<file path="config.mk">
export PLATFORM = sky130hd
export DESIGN_NAME = game_judge
export DESIGN_NICKNAME = d
export VERILOG_FILES = /design/src/rtl/game_pkg.sv /design/src/rtl/tick_divider.sv /design/src/rtl/game_judge.sv
export SDC_FILE = /design/constraint.sdc
export NUM_CORES = 1
export LEC_CHECK = 0
export ABC_CLOCK_PERIOD_IN_PS = 4200
export CORE_MARGIN = 2
export CORE_UTILIZATION = 57
export CTS_CLUSTER_DIAMETER = 200
export DETAILED_ROUTE_END_ITERATION = 8
export PLACE_DENSITY = 0.85
export SETUP_SLACK_MARGIN = 0.5
export SLEW_MARGIN = 20
export SYNTH_ARGS = -nofsm -noshare
export SYNTH_HDL_FRONTEND = slang
export SYNTH_SLANG_ARGS = --single-unit
</file>
<file path="constraint.sdc">
create_clock -name clk -period 4.2 [get_ports clk]
set_clock_uncertainty 0.15 [all_clocks]
set_input_delay 1.26 -clock clk [delete_from_list [all_inputs] [get_ports clk]]
set_output_delay 1.26 -clock clk [all_outputs]
set_load 0.03 [all_outputs]
</file>
<file path="src/rtl/game_pkg.sv">
// Shared game-state encodings and default level parameters for the game logic slice.
package game_pkg;

  typedef enum logic [1:0] {
    GAME_INITIAL = 2'b00,
    GAME_RUNNING = 2'b01,
    GAME_OVER    = 2'b10,
    GAME_SUCCESS = 2'b11
  } game_state_t;

  localparam int TIME_LIMIT_DEF = 300;
  localparam int LIVES_DEF      = 3;
  localparam int GOAL_X_DEF     = 3000;

endpackage

</file>
<file path="src/rtl/tick_divider.sv">
// Prescaler: counts enabled cycles 0..TICKS-1 and pulses tick on the wrap cycle.
module tick_divider #(
  parameter int TICKS = 25_000_000
) (
  input  logic clk,
  input  logic rst,
  input  logic en,
  input  logic clr,
  output logic tick
);

  localparam int W = (TICKS > 1) ? $clog2(TICKS) : 1;
  localparam logic [W-1:0] MAX = W'(TICKS - 1);

  logic [W-1:0] cnt;

  always_ff @(posedge clk) begin
    if (rst || clr) begin
      cnt <= '0;
    end else if (en) begin
      cnt <= (cnt == MAX) ? '0 : cnt + 1'b1;
    end
  end

  assign tick = en && !clr && (cnt == MAX);

endmodule

</file>
<file path="src/rtl/game_judge.sv">
// Level referee: countdown timer, lives, post-hit invulnerability and goal detection,
// producing the over/success levels consumed by the game-state FSM.
module game_judge
  import game_pkg::*;
#(
  parameter int TICKS_PER_SEC = 25_000_000,
  parameter int TIME_LIMIT    = TIME_LIMIT_DEF,
  parameter int LIVES         = LIVES_DEF,
  parameter int GOAL_X        = GOAL_X_DEF,
  parameter int INVULN_CYCLES = 50_000_000
) (
  input  logic        clk,
  input  logic        rst,
  input  logic [1:0]  state,
  input  logic        hit,
  input  logic        fell,
  input  logic [11:0] mario_x,
  output logic        over,
  output logic        success,
  output logic [8:0]  time_left,
  output logic [2:0]  lives,
  output logic        invuln,
  output logic        respawn
);

  localparam int INV_W = (INVULN_CYCLES > 1) ? $clog2(INVULN_CYCLES) : 1;
  localparam logic [INV_W-1:0] INV_LOAD = INV_W'(INVULN_CYCLES - 1);
  localparam logic [11:0]      GOAL     = 12'(GOAL_X);

  logic             running, initial_st;
  logic             sec_tick;
  logic             hit_d;
  logic [INV_W-1:0] inv_cnt;

  logic       hit_ev, fall_ev, loss;
  logic [8:0] time_nx;
  logic [2:0] lives_nx;
  logic       lost_nx, goal;

  assign running    = (state == GAME_RUNNING);
  assign initial_st = (state == GAME_INITIAL);

  tick_divider #(.TICKS(TICKS_PER_SEC)) u_div (
    .clk  (clk),
    .rst  (rst),
    .en   (running),
    .clr  (initial_st),
    .tick (sec_tick)
  );

  always_comb begin
    hit_ev   = hit && !hit_d && !invuln;
    fall_ev  = fell && !respawn;
    loss     = hit_ev || fall_ev;
    time_nx  = (sec_tick && time_left != '0) ? time_left - 1'b1 : time_left;
    lives_nx = (loss && lives != '0) ? lives - 1'b1 : lives;
    // Checking the next values covers both "reaching zero now" and "already zero".
    lost_nx  = (time_nx == '0) || (lives_nx == '0);
    goal     = (mario_x >= GOAL);
  end

  always_ff @(posedge clk) begin
    if (rst || initial_st) begin
      over      <= 1'b0;
      success   <= 1'b0;
      respawn   <= 1'b0;
      invuln    <= 1'b0;
      inv_cnt   <= '0;
      hit_d     <= 1'b0;
      time_left <= 9'(TIME_LIMIT);
      lives     <= 3'(LIVES);
    end else if (running) begin
      hit_d     <= hit;
      time_left <= time_nx;
      lives     <= lives_nx;
      respawn   <= fall_ev;
      // Once one outcome is latched the other can never be raised.
      over      <= over || (lost_nx && !success);
      success   <= success || (goal && !lost_nx && !over);
      if (loss) begin
        invuln  <= 1'b1;
        inv_cnt <= INV_LOAD;
      end else if (invuln) begin
        if (inv_cnt == '0) begin
          invuln <= 1'b0;
        end else begin
          inv_cnt <= inv_cnt - 1'b1;
        end
      end
    end else begin
      respawn <= 1'b0;
    end
  end

endmodule

</file>
**After elaboration in Yosys (flattened, before gate mapping)**

Cells that the tools add are included.

- $add $sub $neg: 4
- $lt $le $gt $ge: 1
- Eq/ne operators: 3
- Multiplexer cells: 9
- Bitwise gates (word level): 1
- Reductions and logical operators: 31

Operator list:

| kind | count |
|---|---|
| $mux W26 | 3 |
| $logic_not A26 Y1 | 1 |
| $sub A26 B1 Y26 const B | 1 |
| $add A25 B1 Y25 const B | 1 |
| $eq A25 B25 Y1 const B | 1 |
| $mux W25 | 1 |
| $ge A12 B12 Y1 const B | 1 |
| $logic_and A1 B1 Y1 | 10 |
| $logic_not A9 Y1 | 1 |
| $mux W9 | 1 |
| $reduce_bool A9 Y1 | 1 |
| $sub A9 B1 Y9 const B | 1 |
| $logic_not A1 Y1 | 7 |
| $logic_or A1 B1 Y1 | 5 |
| $logic_not A3 Y1 | 1 |
| $mux W1 | 3 |
| $mux W3 | 1 |
| $reduce_and A3 Y1 | 1 |
| $reduce_bool A3 Y1 | 1 |
| $sub A3 B1 Y3 const B | 1 |
| $eq A2 B1 Y1 const B | 1 |
| $logic_not A2 Y1 | 1 |
| $ne A2 B2 Y1 const B | 1 |
| $reduce_bool A2 Y1 | 1 |
| other kinds (2) | 2 |

- Register bits after elaboration: 68
- Output and inout port bits: 16
- Word-level logic and storage cells: 58

**Logic depth before layout (Yosys ltp)**

- Depth after elaboration: 12
- Gate-level depth with buffers: 9
- Mapped depth without buffers: 8

**By module**

Synthesis repeated with hierarchy kept, for this count alone.

- Cell total of the unflattened synthesis: 441
- Area, all modules: 3726.1 um^2

Modules (own cells, without submodules):

| module | times used | cells each | area an instance (um^2) | seq. area each (um^2) |
|---|---|---|---|---|
| game_judge | 1 | 301 | 2529.9 | 860.8 |
| tick_divider | 1 | 140 | 1196.1 | 500.5 |

**Least setup slack after synthesis**

Ideal clock, no wire load.

- Path type: in2reg
- Start point: input state[1]
- End point: register success
- Library setup time: 0.116 ns
- Arrival: 3.205 ns
- Path slack: 0.729 ns
- Stages on the path: 8
- Path through: nand3b_1 > or3_1 > clkbuf_1 > nor4_1 > clkbuf_1 > nand4_1 > a221o_1 > o211a_1

- Word-level cells in the longest chain between the ends: 12
- Elaborated cells on any way between the ends: 14
- Those cells by class: 1 x eq/ne; 1 x mux; 12 x reduce/logical

Ends and longest elaborated chain:

| item | RTL line | source |
|---|---|---|
| start: declaration | game_judge.sv:14 | `input logic [1:0] state,` |
| $logic_not A2 Y1 | game_judge.sv:41 | `assign initial_st = (state == GAME_INITIAL);` |
| $logic_not A1 Y1 | tick_divider.sv:25 | `assign tick = en && !clr && (cnt == MAX);` |
| $logic_and A1 B1 Y1 (2 in a row) | tick_divider.sv:25 |  |
| $logic_and A1 B1 Y1 | game_judge.sv:55 | `time_nx = (sec_tick && time_left != '0) ? time_left - 1'b1 : time_left;` |
| $mux W9 | game_judge.sv:55 |  |
| $logic_not A9 Y1 | game_judge.sv:58 | `lost_nx = (time_nx == '0) \|\| (lives_nx == '0);` |
| $logic_or A1 B1 Y1 | game_judge.sv:58 |  |
| $logic_not A1 Y1 | game_judge.sv:79 | `success <= success \|\| (goal && !lost_nx && !over);` |
| $logic_and A1 B1 Y1 (2 in a row) | game_judge.sv:79 |  |
| $logic_or A1 B1 Y1 | game_judge.sv:79 |  |
| end signal: assignment | game_judge.sv:79 |  |
| end: declaration | game_judge.sv:19 | `output logic success,` |

Parallel ways exist; a longest one is shown, timed or not.
A chain may end at the register's enable or synchronous reset.

**Worst setup path after layout**

- Start point: input state[1]
- End point: register time_left[7]

- Word-level cells in the longest chain between the ends: 6
- Elaborated cells on any way between the ends: 8
- Those cells by class: 1 x eq/ne; 1 x mux; 6 x reduce/logical

Ends and longest elaborated chain:

| item | RTL line | source |
|---|---|---|
| $logic_not A2 Y1 | game_judge.sv:41 |  |
| $logic_not A1 Y1 | tick_divider.sv:25 |  |
| $logic_and A1 B1 Y1 (2 in a row) | tick_divider.sv:25 |  |
| $logic_and A1 B1 Y1 | game_judge.sv:55 |  |
| $mux W9 | game_judge.sv:55 |  |
| end signal: assignment | game_judge.sv:70 | `time_left <= 9'(TIME_LIMIT);` |
| end signal: assignment | game_judge.sv:74 | `time_left <= time_nx;` |
| end: declaration | game_judge.sv:20 | `output logic [8:0] time_left,` |

Parallel ways exist; a longest one is shown, timed or not.

==> impl_results.md <==
- DR WL/cell: between 10 and 15 µm
- Synthesis Warnings: 0
- DRC Markers: 0
- Critical path, cell by cell: clkdlybuf4s50_1 > nand3b_1 > or3_1 > nor4_2 > buf_4 > nand2_1 > or4_1 > a21oi_1
- First-pass GRT wire length: 12,400 µm
- Final min period: approximately 3.6 ns
- Synthesized area per cell: 8.38 µm²
- Final TNS setup: 0 ns
- Number of synthesized flops with an enable pin: 0
- Final design utilization: 0.684
- Slew margin rel.: 0.501
- Worst Hold Class: flip-flop to flip-flop
- Sequential cell area: approximately 1400 µm²
- Worst-margin pin slew: ~0.75 ns
- DIE WIDTH: 81.3 µm
- Endpoints failing setup: 0
- Area growth from synthesis to layout: 17.6%
- CTS tree: built
- Remaining global-route overflow: 0
- DR pass1 iterations: 4
- Data arrival time of the worst path: 3.69 ns
- Tcrit/Tclk final: 0.849
- Slowest cell on crit path: or3_1
- Fill cells: slightly below 500
- Number of max-cap violations: 0
- Final WL: ~7300 µm
- Layout Cells excl Fill: around 520
- CTS root buf: clkbuf_8
- Post-synth cell types: 51
- Required @ worst endpoint: between 4 and 5 ns
- Worst vdd ir: between 0.2 and 0.3 mV
- GPL Wtd Cong: roughly 0.9
- Initial antenna violation count: 0
- Endpoints failing hold: 0
- Port bufs: 30
- Syn Inst Count: around 410
- Vias: 3,045
- Total Nets Final: 466
- Outcome: finished clean
- RSZ-0062 raised after global routing: no
- Critical path peak fanout: 10
- Max clock buf depth: 2
- Dpl hpwl: 5150 µm
- Site Rows: 28
- Main synth FF type: dfxtp_1
- H-tree depth: 3
- FMAX: 280 MHz
- Cts bufs inserted: 9
- Cell Pwr Density: 332 nW/µm²
- # diodes: 0
- Post-synth ARST share: 0
- Seq cells post-synth: 68
- # placed instances: between 500 and 600
- Lkg Pwr: 0.00137 µW
- Initial core utilization: 0.581
- CTS Hold Bufs: 0
- Post-Syn Area: 3400 µm²
- Proportion of layout cells with a drive suffix above 1: 0.0872
- CTS sink cnt: 68
- Area of the multi-input gates: between 1500 and 2000 µm²
- Die Footprint: between 6000 and 7000 µm²
- CP startpoint kind: input port
- Crit path largest cell delay: roughly 0.48 ns
- Initial DRC count: around 180
- Detailed-route vias per instance: between 5 and 6
- Final count of pins violating max slew: 0
- DRT antenna net count: 0
- WS Path Type: input port to flip-flop
- CP Capture Type: flip-flop
- Tot GR Track Use: 0.237
- Vias in the first global route: between 2,000 and 3,000
- Core area: 5850 µm²
- Synthesized netlist net count: about 430
- Register area share after synthesis: 0.400
- Die Y: a little over 80 µm
- IO Pins: 34
- Largest net degree at the start of global routing: 26
- Reg clk slew, reported paths: 0.08 ns
- Worst skew pair latency: 0.34 ns
where the power goes:
part / switching, µW / leakage [µW] / total, µW / internal [µW]
Combinational: 101 / 0.000733 / 180 / 78.4
Sequential: 19.2 / 0.000551 / 683 / 664
Clock: 241 / 0.0000852 / 467 / 226
per-stage QoR:
stage	instance area, µm²	setup slack, ns	power [µW]	hold WS [ns]
floorplan	3400	0.729	824	0.282
global route	4000	0.506	1390	0.343
global placement	3820	0.251	870	0.293
detailed placement	3820	0.261	875	0.302
CTS	3990	0.599	1330	0.313
finish	4000	0.632	1330	0.313
per-layer routing:
layer | share of wire | routed length (µm) | global-route usage
met5 | 0 | 0 | 0
met4 | 0.016 | 119 | 0.0966
met3 | 0.031 | 224 | 0.0389
met2 | 0.46 | 3380 | 0.379
met1 | 0.49 | 3560 | 0.317
critical path: cells and delay by family:
family                 cells  cell delay (ns)
AOI/OAI and AO/OA          1             0.14
buffers and inverters      2             0.71
and+or+nand+nor            5             1.57
state kept, by name, indices dropped and copies added (netlist names):
signal,flops
inv_cnt,26
invuln,1
success,1
respawn,1
time_left,9
lives,3
u_div.cnt,25
over,1
hit_d,1
worst paths after layout:
check	start	end	slack [ns]	cells past startpoint
max	state[1]	time_left[7]$_SDFFE_PP0N_	0.63	8
min	hit_d$_SDFFE_PP0N_	hit_d$_SDFFE_PP0N_	0.31	2
max reg2reg	inv_cnt[6]$_SDFFE_PP0P_	inv_cnt[23]$_SDFFE_PP0P_	1.10	6
min reg2reg	hit_d$_SDFFE_PP0N_	hit_d$_SDFFE_PP0N_	0.31	2
logic make-up (layout without fill, tap and decap cells):
kind of cell               Yosys count  after routing  synth area share
buffers and inverters               31             72            0.0360
DFF                                 68             68             0.400
and+or+nand+nor                    173            173             0.263
AOI/OAI and AO/OA                   86             86             0.172
adders and majority gates            5              5            0.0184
xor gates and xnor gates            43             43             0.111
timing repair:
| action | 4_1_cts | 5_1_grt |
|---|---|---|
| gates resized for setup | 0 | 3 |
| setup endpoints to repair | 0 | 4 |
| setup buffers | 0 | 0 |
synthesized netlist by cell type (4+ instances only):
master	instances	share of area
nor2_1	53	0.058
inv_1	14	0.015
o21ai_0	16	0.024
nand4_1	8	0.015
a211oi_1	7	0.015
and3_1	4	0.0074
nor4_1	8	0.015
or3_1	15	0.028
a31oi_1	7	0.013
xor2_1	13	0.033
nand2_1	26	0.029
xnor2_1	30	0.077
nor2b_1	4	0.0074
or4_1	7	0.015
dfxtp_1	68	0.40
nor3_1	17	0.025
nand3_1	12	0.018
ha_1	5	0.018
a2111oi_0	5	0.013
a21oi_1	28	0.041
clkbuf_1	14	0.015
a21o_1	4	0.0088
cell usage in the layout, fill, tap and decap left out, drive strengths merged, types with 11 or more instances in the layout:
master / instances
a21oi: 28
buf: 13
clkbuf: 11
clkdlybuf4s50: 29
dfxtp: 68
inv: 14
nand2: 26
nand3: 12
nor2: 53
nor3: 17
o21ai: 16
or3: 15
xnor2: 30
xor2: 13
cell type report:
type                       instances  share of cell area
clock buffer                      11              0.0353
clock inverter                     4             0.00657
inverter                          14              0.0131
multi-input combinational        307               0.481
sequential                        68               0.340
tap                               75              0.0235
timing repair buffer              43               0.100
Note: power is estimated with default switching activity, not from simulation.
